===== src/rtl/serdes_pkg.sv =====
// Shared definitions for the serdes transmit path.
package serdes_pkg;

  localparam int unsigned DATA_W_DEF     = 8;
  localparam logic        IDLE_LEVEL_DEF = 1'b0;

  typedef enum logic [1:0] {
    ST_IDLE   = 2'd0,
    ST_DATA   = 2'd1,
    ST_PARITY = 2'd2
  } tx_state_t;

endpackage


===== src/rtl/serdes_tx_fifo.sv =====
// Synchronous FIFO feeding the transmit serializer. Pushes are ignored when
// full and pops are ignored when empty.
module serdes_tx_fifo #(
  parameter int unsigned DATA_W     = 8,
  parameter int unsigned FIFO_DEPTH = 4,
  localparam int unsigned AW = $clog2(FIFO_DEPTH),
  localparam int unsigned CW = AW + 1
) (
  input  logic              clk,
  input  logic              rst_n,
  input  logic              push,
  input  logic [DATA_W-1:0] push_data,
  input  logic              pop,
  output logic [DATA_W-1:0] pop_data,
  output logic              full,
  output logic              empty,
  output logic [CW-1:0]     count
);

  logic [DATA_W-1:0] mem [FIFO_DEPTH];
  logic [AW-1:0]     wr_ptr;
  logic [AW-1:0]     rd_ptr;
  logic              do_push;
  logic              do_pop;

  assign full     = (count == CW'(FIFO_DEPTH));
  assign empty    = (count == '0);
  assign do_push  = push && !full;
  assign do_pop   = pop && !empty;
  assign pop_data = mem[rd_ptr];

  // Storage array, written on accepted pushes.
  always_ff @(posedge clk) begin
    if (do_push) mem[wr_ptr] <= push_data;
  end

  // Pointers wrap naturally since the depth is a power of two.
  always_ff @(posedge clk or negedge rst_n) begin
    if (!rst_n) begin
      wr_ptr <= '0;
      rd_ptr <= '0;
      count  <= '0;
    end else begin
      if (do_push) wr_ptr <= wr_ptr + AW'(1);
      if (do_pop)  rd_ptr <= rd_ptr + AW'(1);
      case ({do_push, do_pop})
        2'b10:   count <= count + CW'(1);
        2'b01:   count <= count - CW'(1);
        default: count <= count;
      endcase
    end
  end

endmodule


===== src/rtl/serdes_tx_serializer.sv =====
// LSB-first parallel-to-serial transmitter with optional even parity and a
// first-bit strobe. Frames follow each other with no gap while data is queued.
module serdes_tx_serializer
  import serdes_pkg::*;
#(
  parameter int unsigned DATA_W     = DATA_W_DEF,
  parameter int unsigned FIFO_DEPTH = 4,
  parameter int unsigned PARITY_EN  = 1,
  parameter logic        IDLE_LEVEL = IDLE_LEVEL_DEF
) (
  input  logic                          clk,
  input  logic                          rst_n,
  input  logic                          ena,
  input  logic [DATA_W-1:0]             s_data,
  input  logic                          s_valid,
  output logic                          s_ready,
  output logic                          tx_out,
  output logic                          tx_frame,
  output logic                          tx_active,
  output logic [$clog2(FIFO_DEPTH):0]   fifo_count
);

  localparam int unsigned BW = $clog2(DATA_W + 1);

  tx_state_t         state;
  logic [DATA_W-1:0] shreg;
  logic [BW-1:0]     bit_cnt;
  logic              parity_bit;
  logic              full;
  logic              empty;
  logic              pop;
  logic              frame_end;
  logic [DATA_W-1:0] head;

  serdes_tx_fifo #(
    .DATA_W     (DATA_W),
    .FIFO_DEPTH (FIFO_DEPTH)
  ) u_fifo (
    .clk       (clk),
    .rst_n     (rst_n),
    .push      (s_valid),
    .push_data (s_data),
    .pop       (pop),
    .pop_data  (head),
    .full      (full),
    .empty     (empty),
    .count     (fifo_count)
  );

  assign s_ready = !full;

  // Pop whenever a new frame can be launched: from idle or at a frame's last bit.
  always_comb begin
    frame_end = 1'b0;
    case (state)
      ST_DATA:   frame_end = (bit_cnt == BW'(DATA_W)) && (PARITY_EN == 0);
      ST_PARITY: frame_end = 1'b1;
      default:   frame_end = 1'b0;
    endcase
    pop = ena && !empty && ((state == ST_IDLE) || frame_end);
  end

  // Launch, shift and parity sequencing; everything freezes while ena is low.
  // Frame launch is factored out of the per-state case since it is identical
  // from idle and at an end-of-frame with data queued.
  always_ff @(posedge clk or negedge rst_n) begin
    if (!rst_n) begin
      state      <= ST_IDLE;
      shreg      <= '0;
      bit_cnt    <= '0;
      parity_bit <= 1'b0;
      tx_out     <= IDLE_LEVEL;
      tx_frame   <= 1'b0;
      tx_active  <= 1'b0;
    end else if (ena) begin
      tx_frame <= 1'b0;
      if (pop) begin
        shreg      <= head >> 1;
        parity_bit <= ^head;
        tx_out     <= head[0];
        tx_frame   <= 1'b1;
        tx_active  <= 1'b1;
        bit_cnt    <= BW'(1);
        state      <= ST_DATA;
      end else begin
        case (state)
          ST_DATA: begin
            if (bit_cnt != BW'(DATA_W)) begin
              tx_out  <= shreg[0];
              shreg   <= shreg >> 1;
              bit_cnt <= bit_cnt + BW'(1);
            end else if (PARITY_EN != 0) begin
              tx_out <= parity_bit;
              state  <= ST_PARITY;
            end else begin
              tx_out    <= IDLE_LEVEL;
              tx_active <= 1'b0;
              state     <= ST_IDLE;
            end
          end
          ST_PARITY: begin
            tx_out    <= IDLE_LEVEL;
            tx_active <= 1'b0;
            state     <= ST_IDLE;
          end
          default: state <= ST_IDLE;
        endcase
      end
    end
  end

endmodule


===== config.mk =====
export PLATFORM = sky130hd
export DESIGN_NAME = serdes_tx_serializer
export DESIGN_NICKNAME = d
export VERILOG_FILES = /design/src/rtl/serdes_pkg.sv /design/src/rtl/serdes_tx_fifo.sv /design/src/rtl/serdes_tx_serializer.sv
export SDC_FILE = /design/constraint.sdc
export NUM_CORES = 1
export LEC_CHECK = 0
export CORE_UTILIZATION = 25
export DETAILED_ROUTE_END_ITERATION = 7
export PLACE_DENSITY = 0.44
export SLEW_MARGIN = 20
export SYNTH_ARGS = -nofsm -noshare
export SYNTH_HDL_FRONTEND = slang
export SYNTH_HIERARCHICAL = 1
export SYNTH_SLANG_ARGS = --single-unit
export TNS_END_PERCENT = 5

===== constraint.sdc =====
create_clock -name clk -period 4.85 [get_ports clk]
set_input_delay 0.7275 -clock clk [delete_from_list [all_inputs] [get_ports clk]]
set_output_delay 0.7275 -clock clk [all_outputs]
set_load 0.005 [all_outputs]

# Yosys cells after proc, flatten, opt, wreduce, memory -nomap -nowiden

Memory sizes are Yosys's and may differ from the RTL's.
Cells that the tools add are included.

Flip-flop bits (word level): 25
Memory bits (writable): 32
Input bits: 12
Output and inout port bits: 7
Logic and storage cells: 62
Memories kept: 1

Memory list:

| memory     | depth | bits a word | read ports | clocked after Yosys merged registers in | write ports | RTL line             | source |
|---|---|---|---|---|---|---|---|
| u_fifo.mem | 4     | 8           | 1          | 0                                       | 1           | serdes_tx_fifo.sv:20 | `logic [DATA_W-1:0] mem [FIFO_DEPTH];` |

Add/subtract/negate cells: 5
Equal/unequal tests: 7
Multiplexer cells: 19
Reductions and logical operators: 20

Operators by type and width:

| operator            | number |
|---|---|
| $mux 8              | 3 |
| $mux 4              | 3 |
| $mux 1              | 8 |
| $reduce_and 2->1    | 4 |
| $reduce_bool 2->1   | 4 |
| $reduce_xor 8->1    | 1 |
| $mux 2              | 3 |
| $pmux 3 s2          | 1 |
| $add 2x1->2 const B | 2 |
| $add 4x1->4 const B | 1 |
| $eq 2x1->1 const B  | 2 |
| $eq 2x2->1 const B  | 2 |
| $logic_and 1x1->1   | 4 |
| $ne 4x4->1 const B  | 1 |
| $add 3x1->3 const B | 1 |
| $eq 3x3->1 const B  | 1 |
| $logic_not 3->1     | 1 |
| $ne 3x2->1 const B  | 1 |
| $reduce_and 3->1    | 1 |
| $reduce_bool 3->1   | 1 |
| $sub 3x1->3 const B | 1 |
| $logic_not 1->1     | 2 |
| $logic_not 2->1     | 1 |
| $pmux 1 s2          | 1 |
| $logic_or 1x1->1    | 1 |

# Depth between registers and ports, before layout

Gate-level depths: netlist of run 1.

Depth in word-level cells: 7
Mapped depth: 12

# Hierarchy

Netlist of run 1, hierarchy kept.

By module, submodules not included:

| module               | instances | cells an instance | area an instance (µm²) | sequential area each (µm²) |
|---|---|---|---|---|
| serdes_tx_fifo       | 1         | 80                | 1,584.0                | 1,136.1 |
| serdes_tx_serializer | 1         | 93                | 939.7                  | 425.4 |

# Worst setup path after synthesis of run 1

No wires, ideal clock.

Kind: input port to flip-flop
Start point: input port ena
End point: register u_fifo.count[2]
Setup time: 0.079 ns
Arrival time: 2.434 ns
Data required time: 4.771 ns
Slack: 2.337 ns
Stages on the path: 11
Cell sequence: buf_2 > nand3b_4 > inv_2 > buf_6 > o31a_2 > ha_1 > inv_1 > fa_1 > xor2_1 > nor2_1 > xor2_1

Longest elaborated chain between the ends: 5
Elaborated cells between the ends (all ways): 7
Classes of those cells: eq/ne: 2; mux: 1; reduce/logical: 4

RTL lines:

| element                                                | RTL line                   | source |
|---|---|---|
| from (decl)                                            | serdes_tx_serializer.sv:13 | `input logic ena,` |
| $logic_and 1x1->1 * (2 in a row)                       | serdes_tx_serializer.sv:60 | `pop = ena && !empty && ((state == ST_IDLE) \|\| frame_end);` |
| net pop                                                | serdes_tx_serializer.sv:31 | `logic pop;` |
| $logic_and 1x1->1 *                                    | serdes_tx_fifo.sv:29       | `assign do_pop = pop && !empty;` |
| net u_fifo.do_pop                                      | serdes_tx_fifo.sv:24       | `logic do_pop;` |
| $eq 2x1->1 / $eq 2x2->1 (equally long branches)        | serdes_tx_fifo.sv:46       | `case ({do_push, do_pop})` |
| $pmux 3 s2 / $reduce_bool 2->1 (equally long branches) | --                         |  |
| to (signal assigned)                                   | serdes_tx_fifo.sv:47       | `2'b10: count <= count + CW'(1);` |
| to (signal assigned)                                   | serdes_tx_fifo.sv:48       | `2'b01: count <= count - CW'(1);` |
| to (signal assigned)                                   | serdes_tx_fifo.sv:49       | `default: count <= count;` |
| to (decl)                                              | serdes_tx_fifo.sv:17       | `output logic [CW-1:0] count` |

Mark *: on every way through the listed nets, which the timed path passes. The rest lies on a longest branch.
A chain may end at the register's enable or synchronous reset.

# Worst setup path after layout of run 1

Start point: input port ena
End point: register u_fifo.count[2]

Longest elaborated chain between the ends: 5
Elaborated cells between the ends (all ways): 7
Classes of those cells: eq/ne: 2; mux: 1; reduce/logical: 4

RTL lines:

| element                                                | RTL line |
|---|---|
| $logic_and 1x1->1 * (2 in a row)                       | serdes_tx_serializer.sv:60 |
| $logic_and 1x1->1 *                                    | serdes_tx_fifo.sv:29 |
| net u_fifo.do_pop                                      | serdes_tx_fifo.sv:24 |
| $eq 2x1->1 / $eq 2x2->1 (equally long branches)        | serdes_tx_fifo.sv:46 |
| $pmux 3 s2 / $reduce_bool 2->1 (equally long branches) | -- |

Marked as above.

==> impl_metrics.toml, run 1 <==
[global_routing]
antenna_found_initial = 0
globalRouteOverflowTotal = 0
grt_pass1_vias = 1429
grt_pass1_wl_um = 7240
grt_max_degree = 25
grt_usage = 0.0934

[worst_hold_path]
worstHoldStart = "tx_active"
hold_path.class = "reg -> reg"

[pwr]
pwr-share-comb = 0.388
power_density_mw_per_mm2 = 576
p_seq_frac = 0.459
p_leak_uw = 0.00113
p_switching_uw = 581
switching_share = 0.342
clockPowerShare = 0.153
intPower_uw = 1120
peakVddDrop_mv = 0.178

[setup_path]
cp_top_family = "buffers and inverters"
r2r_start = "u_fifo/count[0]"
cp_cell_sequence = "clkdlybuf4s50_1, nand3b_4, inv_2, o31a_2, ha_1, inv_1, fa_1, xor2_1, nor2_1, xor2_1"
crit_top_cell = "xor2_1"
slowest_stage = "clkdlybuf4s50_1"
rrSetupSlack_ns = 2.42
cpPeakStageDelay_ns = 0.74
crit_path_start_kind = "input port"
path_class = "in -> reg"
setup.worst_path.start = "ena"
worstPathRequired_ns = 5.09
critPathCaptureType = "flop"
path_buf_inv = 3
crit_fanout = 17
cp_data_arrival_time_ns = 3.15

[floorplanning]
io_pins = 19
start_util = 0.258
fp.dieW_um = 102
fp-row-count = 36
coreArea_mm2 = 0.00977
die-area_mm2 = 0.0105
die_h_um = 102

[timing]
clock-skew-final_ns = 0.00725
drv_slew = 0
finalSetupViolations = 0
hold_violations = 0
worst_slack_ns = 1.93
clock.fmax_mhz = 343
rsz0062_at_grt = "no"
timing.final.crit_share = 0.601
relSlewSlack = 0.604
period_needed_ns = 2.92
tightest_slew_ns = 0.595
setup_tns_ns = 0
hold_ws_ns = 0.505

[synth]
synth_common_cells = "32 x edfxtp_1, 24 x dfrtp_1, 16 x nand2_1"
postSynthAreaPerCell_um2 = 14.6
synth_top_area_frac = 0.381
synth_top_family_by_area = "multiplexers"
ys_top_cells_by_area = "edfxtp_1 38%, dfrtp_1 24%, mux4_2 7.1%"
ys.flop_type = "edfxtp_1"
synthesis.area_mm2 = 0.00252
seq_area_frac_synth = 0.619
ys_ff_latch = 56
syn_nets = 193
synth_xor_area_frac = 0.0555
yosysMostFrequentCell = "edfxtp_1"
synth_cells = 173
synth-adder-area-share = 0.0426
yosys.area_share.simple = 0.100
synthMuxAreaShare = 0.105
ys_warn_count = 6
yosys.area.top_type = "edfxtp_1"
ys_async_sr_fraction = 0.429
synthDistinctLibCells = 37
synth_compound_area_frac = 0.0471
synth_edf_count = 32

[placed_design]
dpl_cell_area_mm2 = 0.00285
place_congestion = 0.677
io_buffers = 18
dp_hpwl_um = 2990
pre_cts_ws_ns = 1.59

[clock_tree]
cts_tree = "built"
cts_resized = 0
htreeDepth = 2
cts-root-buf = "clkbuf_8"
clk_latency_ns = 0.31
post_cts_buffers = 0
clock_sinks = 56
numCtsBuffers = 5
ctsHoldBuffers = 0
cts_buffer_depth = 2
path_clk_slew_ns = 0.10

[run_status]
status = "completed"

[route]
wirelength_um = 4320
num_vias = 1334
routedWlPerCell_um = 13.1
antenna_left = 0
drtIter0Drc = 41
drc = 0
drt_pass1_iterations = 4
routed_via_density = 4.05

[cells_and_area]
fin_nets = 215
area_growth_pct = 16.7
layout-drive-gt1-share = 0.153
antennaDiodeCount = 0
design_area_mm2 = 0.00294

[flow_run]
cap_violations = 0
[worst register-to-register path, stage by stage (launching register included)]
cell,delay [ns]
dfrtp_1,0.48
nor3_1,0.11
inv_1,0.14
nand3b_4,0.13
inv_2,0.26
o31a_2,0.24
ha_1,0.18
inv_1,0.06
fa_1,0.37
xor2_1,0.15
nor2_1,0.11
xor2_1,0.15
[power groups by stage]
stage	clock network [uW]	registers (uW)	logic, uW
2_1_floorplan	0	731	543
3_3_place_gp	0	798	677
3_5_place_dp	0	798	675
4_1_cts	273	787	678
5_1_grt	294	807	751
6_report	259	779	659
[state kept, by name (all words and copies together), names as in the netlist]
| signal | flops |
|---|---|
| u_fifo/mem | 32 |
| shreg | 7 |
| bit_cnt | 4 |
| u_fifo/count | 3 |
| state | 2 |
| u_fifo/rd_ptr | 2 |
| u_fifo/wr_ptr | 2 |
| parity_bit | 1 |
| tx_active | 1 |
| tx_frame | 1 |
| tx_out | 1 |
[final timing paths]
check,end,cells past startpoint
max,u_fifo/count[2],10
min,tx_active,2
max reg2reg,u_fifo/count[2],11
min reg2reg,tx_active,2
max in group asynchronous,shreg[1],2
min in group asynchronous,state[1],2
[per-layer routing]
metal,up-vias,global-route usage,part of all wire
li1,661,-,-
met1,652,0.116,0.47
met2,17,0.160,0.50
met3,4,0.0226,0.025
met4,0,0.0297,0.0088
met5,-,0,0
[final cells by class]
type | count | area [um2]
flip-flops and latches | 56 | 1560
clock inverters | 3 | 22.5
inverters | 14 | 52.6
multi-input cells | 99 | 885
fillers | 1018 | 6830
clock buffers | 5 | 68.8
repair buffers | 19 | 188
well taps | 133 | 166
[kinds of logic (layout without fill, tap and decap cells)]
group | after synthesis | after routing
mux | 16 | 16
buf+inv | 18 | 41
compound gates | 20 | 20
xor+xnor | 16 | 16
fa+ha+maj | 8 | 8
simple gates | 39 | 39
flops | 56 | 56
[through the flow]
step	instances	total power [uW]	util
6_report	329	1700	0.301
5_1_grt	329	1850	0.301
4_1_cts	329	1740	0.301
3_5_place_dp	321	1470	0.292
3_3_place_gp	321	1470	0.292
2_1_floorplan	173	1270	-
[cells in the final DEF, fill, tap and decap left out, types with 4 or more instances in the layout]
cell	netlist	final
inv_1	13	13
a21oi_1	4	4
xnor2_1	11	11
edfxtp_1	32	32
xor2_1	5	5
nor2_1	4	4
nand2_1	16	16
clkdlybuf4s50_1	0	18
and3_2	4	4
mux2i_1	7	7
mux4_2	8	8
dfrtp_1	24	24
ha_1	7	7
o21ai_1	6	6
clkbuf_8	0	5
o21ai_0	4	4
Power figures use the tool's default switching activity.
==> run 2, diff against run 1 <==
Settings changed: PLACE_DENSITY 0.44 to 0.45.
Clock period 4.85 ns to 2.38 ns, I/O delays scaled along.
==> impl_metrics.toml, run 2 (same netlist as run 1, synthesis figures left out) <==
[run_status]
status = "completed"

[placed_design]
dp_hpwl_um = 3050
io_buffers = 18
pre_cts_ws_ns = 0.0872
place_congestion = 0.707

[floorplanning]
coreArea_mm2 = 0.00977
fp.dieW_um = 102
die-area_mm2 = 0.0105
io_pins = 19
die_h_um = 102
start_util = 0.258
fp-row-count = 36

[timing]
clock-skew-final_ns = 0.00709
worst_slack_ns = 0.165
clock.fmax_mhz = 451
period_needed_ns = 2.22
setup_tns_ns = 0
tightest_slew_ns = 0.443
timing.final.crit_share = 0.931
rsz0062_at_grt = "no"
finalSetupViolations = 0
drv_slew = 0
relSlewSlack = 0.705
hold_violations = 0

[global_routing]
use_met2 = 0.150
globalRouteOverflowTotal = 0
met3_usage = 0.0226
grt_max_degree = 25
grt_pass1_vias = 1424
global_route.usage.met1 = 0.124
top_usage_layer = "met2"
antenna_found_initial = 0
grt_pass1_wl_um = 7320
grt_usage = 0.0925

[setup_path]
cp_data_arrival_time_ns = 2.45
crit_fanout = 6
critPathCaptureType = "flop"
worstPathRequired_ns = 2.62
crit_path_start_kind = "flop"
rrSetupSlack_ns = 0.16
path_class = "reg -> reg"

[route]
num_vias = 1375
drt_pass1_iterations = 4
wirelength_um = 4350
drtIter0Drc = 43
routedWlPerCell_um = 13.0
routed_via_density = 4.12
antenna_left = 0
drc = 0

[clock_tree]
htreeDepth = 2
cts_buffer_depth = 2
clock_sinks = 56
cts-root-buf = "clkbuf_8"
numCtsBuffers = 5
post_cts_buffers = 0
ctsHoldBuffers = 0
cts_tree = "built"
clk_latency_ns = 0.31
path_clk_slew_ns = 0.11
cts_resized = 0

[flow_run]
cap_violations = 0

[cells_and_area]
antennaDiodeCount = 0
layout_commonest_cell = "edfxtp_1"
layout-drive-gt1-share = 0.174
fillers = 1023
regMostFlops = "u_fifo/mem"
mostFrequentLayoutCells = "32 x edfxtp_1, 24 x dfrtp_1, 18 x clkdlybuf4s50_1"
largest_registers = "u_fifo/mem x32, shreg x7, bit_cnt x4"
area_growth_pct = 18.3
fin_nets = 220
largest_reg_flops = 32

[pwr]
power_density_mw_per_mm2 = 1180
p_leak_uw = 0.00115
pwr-share-comb = 0.411
switching_share = 0.341
p_seq_frac = 0.434
intPower_uw = 2320
p_switching_uw = 1200
peakVddDrop_mv = 0.378
clockPowerShare = 0.155

[worst_hold_path]
hold_path.class = "in -> async"
## run 2: cell types whose count changed in the layout (fill, tap and decap cells not counted), sizes merged
cell,change
buf,+5
clkinv,-1
clkinvlp,+1
## run 2: worst paths after layout
kind                                   endpoint            start  cells after the start
worst max-delay path            u_fifo/count[2]  u_fifo/count[0]                      9
worst min-delay path                   shreg[1]            rst_n                      2
worst max register to register  u_fifo/count[2]  u_fifo/count[0]                      9
worst min register to register        tx_active        tx_active                      2
max in group asynchronous              state[0]            rst_n                      2
min in group clk                      tx_active        tx_active                      2
## run 2: cell type report
| class | count | area (um2) | share of cell area |
|---|---|---|---|
| Clock buffer | 5 | 68.8 | 0.0230 |
| Tap cell | 133 | 166 | 0.0557 |
| Multi-Input combinational cell | 99 | 885 | 0.296 |
| Sequential cell | 56 | 1560 | 0.523 |
| Inverter | 14 | 52.6 | 0.0176 |
| Timing Repair Buffer | 24 | 225 | 0.0754 |
| Clock inverter | 3 | 27.5 | 0.00922 |
## run 2: layer usage
metal | vias to the layer above | part of all wire
li1 | 668 | -
met3 | 2 | 0.036
met5 | - | 0
met2 | 22 | 0.47
met1 | 683 | 0.49
met4 | 0 | 0.0044
## run 2: power groups by stage
| stage | registers (uW) | logic [uW] | clock network, uW |
|---|---|---|---|
| after CTS | 1530 | 1490 | 572 |
| final | 1520 | 1440 | 544 |
| after detailed placement | 1550 | 1490 | 0 |
| after global placement | 1550 | 1480 | 0 |
| after floorplan | 1490 | 1110 | 0 |
| after global routing | 1570 | 1630 | 603 |
## run 2: metrics by stage
| step | util | area (um2) | total power, uW | hold WS, ns | instances |
|---|---|---|---|---|---|
| after CTS | 0.306 | 2990 | 3590 | 0.416 | 334 |
| final | 0.306 | 2990 | 3510 | 0.406 | 334 |
| after global routing | 0.306 | 2990 | 3800 | 0.422 | 334 |
| after detailed placement | 0.296 | 2890 | 3040 | 0.466 | 326 |
| after floorplan | - | 2520 | 2600 | 0.0614 | 173 |
| after global placement | 0.296 | 2890 | 3030 | 0.459 | 326 |
## run 2: critical path, stage by stage, from the launching register on
cell and delay, ns:
dfrtp_1 0.45, or3b_4 0.45, and2_4 0.19, inv_1 0.06
ha_1 0.17, inv_1 0.06, fa_1 0.37, xor2_1 0.15
nor2_1 0.11, xor2_1 0.14
==> variant 1 (config.mk and constraints of run 2) <==
Change the package constant `DATA_W_DEF` from 8 to 16.
--- a/src/rtl/serdes_pkg.sv
+++ b/src/rtl/serdes_pkg.sv
@@ -2,5 +2,5 @@
 package serdes_pkg;
 
-  localparam int unsigned DATA_W_DEF     = 8;
+  localparam int unsigned DATA_W_DEF     = 16;
   localparam logic        IDLE_LEVEL_DEF = 1'b0;
 
Ports: changed (resized s_data); port bits go from 19 to 27. The function was not compared with the original's and may differ.
==> variant 1 against run 2 <==
- fmax is 4.5% higher
- die area up 63%
- area after synthesis increased by 64%
- routed wire length up 75%
- non-clock buffer count is 18 higher
- sequential cell count grew 41
- clock power grew to 2.5 times the old value
- final area up 67%
- combinational power rose by 75%
- clock skew up 0.0030 ns
- core utilization rose by 0.59 points
- register-to-register slack improved by 0.11 ns
- total power increased by 82%
- worst setup slack gained 0.096 ns
- critical path type is now in -> reg
- largest cell class unchanged
- largest power group is now combinational logic
==> variant 1: results (changes against run 2) <==
----------------------------------------------------
[Global route]
  Met2 usage in global routing ... 0.164 (+0.0135)
  Largest net degree at the start of global routing ... 34 (+36%)
  Total routing resource utilization after global routing ... 0.102 (+0.00960)
  Vias in the first global route ... 2313 (+62%)
  Fraction of met3 tracks used by global routing ... 0.0379 (+0.0153)
  Global-route met1 utilization ... 0.129 (+0.00546)
  Global-route wire length before repair ... 12600 um (+73%)

[Clock network]
  Num CTS Buffers ... 9 (+4)
  Clock latency at the later pin of the worst-skew pair ... 0.34 ns (+0.03 ns)

[Layout]
  Top Registers ... u_fifo/mem x64, shreg x15, bit_cnt x5
  Nets ... 338 (+54%)
  Share of cells above drive strength 1 ... 0.149 (-0.0249)

[Setup path]
  Reg2reg start ... u_fifo/count[2]$_DFFE_PN0P_
  CP max-delay cell ... sky130_fd_sc_hd__clkdlybuf4s50_1
  Crit path DAT ... 2.38 ns (-0.07 ns)
  Worst-path fanout max ... 2 (-4)
  Cell type group with the largest total delay on the critical path ... buffers and inverters
  Cell count of the worst reg-to-reg path ... 11 (+2)
  R2R setup slack ... 0.27 ns (+0.11 ns)
  Worst stage delay on the critical path ... 0.49 ns (+0.04 ns)

[Synthesis]
  Fraction of the yosys area taken by sequential cells ... 0.663 (+0.0439)
  Synth top area cells ... sky130_fd_sc_hd__edfxtp_1 46%, sky130_fd_sc_hd__dfrtp_1 20%, sky130_fd_sc_hd__mux4_1 5.1%
  Synthesized net count ... 298 (+54%)
  Async set or reset register ratio after synthesis ... 0.340 (-0.0884)
  Number of distinct library cells after synthesis ... 35 (-5.4%)
  Number of enable flip-flop cells after synthesis ... 64 (+100%)

[Route]
  Initial detailed-routing violation count ... 104 (+140%)
  Total routed wirelength ... 7630 um (+75%)
  Routed metal-1 wire length ... 3560 um (+67%)

[Power]
  Seq power ... 2.49 mW (+64%)
  Cell leakage power ... 1.79 nW (+55%)
  Switching part of the total ... 0.330 (-0.0107)
  Internal power consumption ... 4.28 mW (+85%)

[STA]
  Final Hold Slack ... 0.413 ns (+0.00711 ns)
  Worst clock skew on the final layout ... 0.0101 ns (+0.00302 ns)
  Max-slew headroom at the worst pin ... 0.701 (-0.00378)
  Clock period minus worst slack ... 2.12 ns (-0.0960 ns)

[Outcome]
  Outcome ... complete, no violations

[Placement]
  PortBufs ... 26 (+8)
  Placer Congestion ... 0.739 (+4.6%)

----------------------------------------------------
variant 1: layout make-up:
class / count / area, sq um
sequential: 97 / 2750
tap: 216 / 270
clock buffer: 9 / 225
inverter: 12 / 45.0
timing repair buffer: 42 / 393
fill: 1593 / 11100
multi-input combinational: 148 / 1260
clock inverter: 7 / 63.8
variant 1: cells by family (layout without fill, tap and decap cells):
family	Yosys count	in the layout	synth area share
muxes	19	19	0.102
AOI/OAI and AO/OA	45	45	0.0628
xor gates and xnor gates	23	23	0.0486
DFF	97	97	0.663
and+or+nand+nor	53	53	0.0640
buffers and inverters	25	70	0.0344
adders and majority gates	8	8	0.0259
variant 1: worst register-to-register path, delay by kind of cell, from the launching register on:
kind	cells	cell delay, ns
AO/OA/AOI/OAI	1	0.15
adder cells (fa/ha/maj)	2	0.54
flip-flops	1	0.36
XOR/XNOR	2	0.30
AND/OR/NAND/NOR	4	0.57
buffers and inverters	2	0.13
==> variant 2 (flow settings as in run 2) <==
Made on the original files. Register the output `fifo_count`, cleared by the reset; this adds one clock of latency there. The other outputs are not delayed to match.
--- a/src/rtl/serdes_tx_serializer.sv
+++ b/src/rtl/serdes_tx_serializer.sv
@@ -23,4 +23,6 @@
   localparam int unsigned BW = $clog2(DATA_W + 1);
 
+  logic [$clog2(FIFO_DEPTH):0] fifo_count_d;
+
   tx_state_t         state;
   logic [DATA_W-1:0] shreg;
@@ -45,5 +47,5 @@
     .full      (full),
     .empty     (empty),
-    .count     (fifo_count)
+    .count     (fifo_count_d)
   );
 
@@ -110,4 +112,12 @@
   end
 
+  always_ff @(posedge clk or negedge rst_n) begin
+    if (!rst_n) begin
+      fifo_count <= '0;
+    end else begin
+      fifo_count <= fifo_count_d;
+    end
+  end
+
 endmodule
 
Formal check against the unedited RTL: not equivalent (a bounded check fails within 4 cycles, from zero or initial values and one cycle with rst_n low).
==> variant 2 against run 2 <==
- routed wire length increased by 4.8%
- critical path type unchanged
- total power increased by 11%
- fmax increased by 1.3%
- clock power increased by 50%
- worst setup slack improved by 0.028 ns
- sequential cell count increased by 3
- final area increased by 6.1%
- area after synthesis increased by 4.0%
==> variant 2: results (changes against run 2) <==
----------------------------------------------------
[Outcome]
  Outcome ... complete, no violations

[Synthesis]
  Synthesized net count ... 194 (+0.52%)
  Most frequent cells after synthesis ... 32 x sky130_fd_sc_hd__edfxtp_1, 27 x sky130_fd_sc_hd__dfrtp_1, 16 x sky130_fd_sc_hd__nand2_1
  Fraction of the yosys area taken by sequential cells ... 0.624 (+0.00501)
  Average size of a mapped cell ... 15.1 sq um (+3.4%)
  Number of enable flip-flop cells after synthesis ... 32 (unchanged)
  Async set or reset register ratio after synthesis ... 0.458 (+0.0291)
  Number of distinct library cells after synthesis ... 39 (+5.4%)
  Synth top area cells ... sky130_fd_sc_hd__edfxtp_1 37%, sky130_fd_sc_hd__dfrtp_1 26%, sky130_fd_sc_hd__mux4_2 6.9%
  Synth warn ... 6 (unchanged)

[Route]
  Total vias in the final route ... 1393 (+1.3%)
  Initial detailed-routing violation count ... 38 (-12%)
  Total routed wirelength ... 4560 um (+4.8%)
  Pre-antenna DRT Iters ... 4 (unchanged)

[Global route]
  Number of antenna violations at the first check in global routing ... 0 (unchanged)
  Largest net degree at the start of global routing ... 28 (+12%)
  Vias in the first global route ... 1533 (+7.7%)
  Total routing resource utilization after global routing ... 0.0970 (+0.00453)
  Global-route wire length before repair ... 7830 um (+7.0%)

[STA]
  Final Hold Slack ... 0.393 ns (-0.0123 ns)
  Max-slew headroom at the worst pin ... 0.722 (+0.0177)
  Worst clock skew on the final layout ... 0.00652 ns (-0.000566 ns)
  Final Hold Viols ... 0 (unchanged)

[Setup path]
  Cell count of the worst reg-to-reg path ... 11 (+2)
  R2R setup slack ... 0.19 ns (+0.03 ns)
  Reg2reg start ... u_fifo/count[1]$_DFFE_PN0P_
  Worst-path fanout max ... 5 (-1)
  Reg2reg end ... u_fifo/count[2]$_DFFE_PN0P_
  Crit path DAT ... around 2.4 ns

[Power]
  Switching part of the total ... 0.336 (-0.00452)
  Cell leakage power ... 1.22 nW (+6.0%)
  Max IR drop VDD ... 0.000266 V (-30%)

[Clock network]
  Num CTS Buffers ... 9 (+4)
  Max Buffers Root-to-Sink ... 2 (unchanged)
  CTS Root Buffer Type ... sky130_fd_sc_hd__clkbuf_8
  Clock latency at the later pin of the worst-skew pair ... 0.34 ns (+0.03 ns)
  Maximum level of the CTS H-tree ... 3 (+1)
  Post-CTS setup buffer count ... 0 (unchanged)
  Clock-pin slew on the worst setup and hold paths ... 0.07 ns (-0.04 ns)

[Layout]
  Top Registers ... u_fifo/mem x32, shreg x7, bit_cnt x4
  Number of fill cells ... 1019 (-0.39%)
  Synthesis-to-finish area growth ... 20.7%
  Share of cells above drive strength 1 ... 0.246 (+0.0723)
  Diodes inserted ... 0 (unchanged)
  Nets ... 226 (+2.7%)
  Non-filler instance count after layout ... 347 (+3.9%)

[Placement]
  PortBufs ... 18 (unchanged)
  DP HPWL ... 3090 um (+1.3%)
  Placed Instance Area ... 2990 sq um (+3.4%)
  Placer Congestion ... 0.687 (-2.8%)
  Inst Count DP ... 331 (+1.5%)

[Hold path]
  Type of the most critical hold path ... in -> async

----------------------------------------------------
variant 2: power by group through the flow:
stage	Combinational, mW	Sequential [mW]	Clock, mW
after floorplan	1.14	1.57	0
after global placement	1.48	1.64	0
after detailed placement	1.49	1.64	0
after CTS	1.50	1.62	0.860
after global routing	1.64	1.66	0.900
final	1.46	1.61	0.815
variant 2: cells by family (layout without fill, tap and decap cells):
| logic type | Yosys count | after routing | synth area share |
|---|---|---|---|
| compound gates | 19 | 19 | 0.0553 |
| xor+xnor | 16 | 16 | 0.0534 |
| fa+ha+maj | 8 | 8 | 0.0410 |
| buf+inv | 18 | 55 | 0.0410 |
| flops | 59 | 59 | 0.624 |
| mux | 17 | 17 | 0.105 |
| simple gates | 37 | 37 | 0.0806 |
variant 2: worst max-delay path by stage:
stage / end / depth (start not counted) / from
2_1_floorplan: u_fifo/count[2]$_DFFE_PN0P_ / 13 / u_fifo/count[0]$_DFFE_PN0P_
3_3_place_gp: u_fifo/count[2]$_DFFE_PN0P_ / 11 / ena
3_5_place_dp: u_fifo/count[2]$_DFFE_PN0P_ / 11 / ena
4_1_cts: u_fifo/count[2]$_DFFE_PN0P_ / 11 / u_fifo/count[2]$_DFFE_PN0P_
5_1_grt: u_fifo/count[2]$_DFFE_PN0P_ / 11 / u_fifo/count[1]$_DFFE_PN0P_
6_report: u_fifo/count[2]$_DFFE_PN0P_ / 11 / u_fifo/count[1]$_DFFE_PN0P_
variant 2: stage by stage:
stage	setup slack [ns]	setup TNS (ns)
floorplan	0.0355	0
global placement	-0.104	-0.104
detailed placement	-0.132	-0.132
CTS	0.124	0
global route	0.0385	0
finish	0.193	0
variant 2: routing by layer:
layer  global-route usage  part of all wire
met1                0.116              0.45
met2                0.152              0.49
met3               0.0320             0.032
met4               0.0551             0.025
met5                    0                 0
variant 2: worst max-delay path, cell delays in order (launching register included):
cell and delay [ns]:
sky130_fd_sc_hd__dfrtp_1 0.41, sky130_fd_sc_hd__nor3_1 0.09, sky130_fd_sc_hd__nand2b_1 0.16, sky130_fd_sc_hd__or2_4 0.27
sky130_fd_sc_hd__clkinv_8 0.05, sky130_fd_sc_hd__o31a_2 0.14, sky130_fd_sc_hd__ha_1 0.16, sky130_fd_sc_hd__inv_1 0.06
sky130_fd_sc_hd__fa_1 0.37, sky130_fd_sc_hd__xor2_1 0.15, sky130_fd_sc_hd__nor2_1 0.11, sky130_fd_sc_hd__xor2_1 0.14
variant 2: what timing repair did:
item | CTS | global route
resized for setup | 0 | 2
hold endpoints to repair | 0 | 0
setup endpoints to repair | 0 | 1
variant 2: layout make-up:
class                      count  share of cell area
inverter                      13              0.0194
clock inverter                 7              0.0166
tap                          136              0.0537
multi-input combinational     97               0.278
sequential                    59               0.517
clock buffer                   9              0.0391
timing repair buffer          26              0.0758
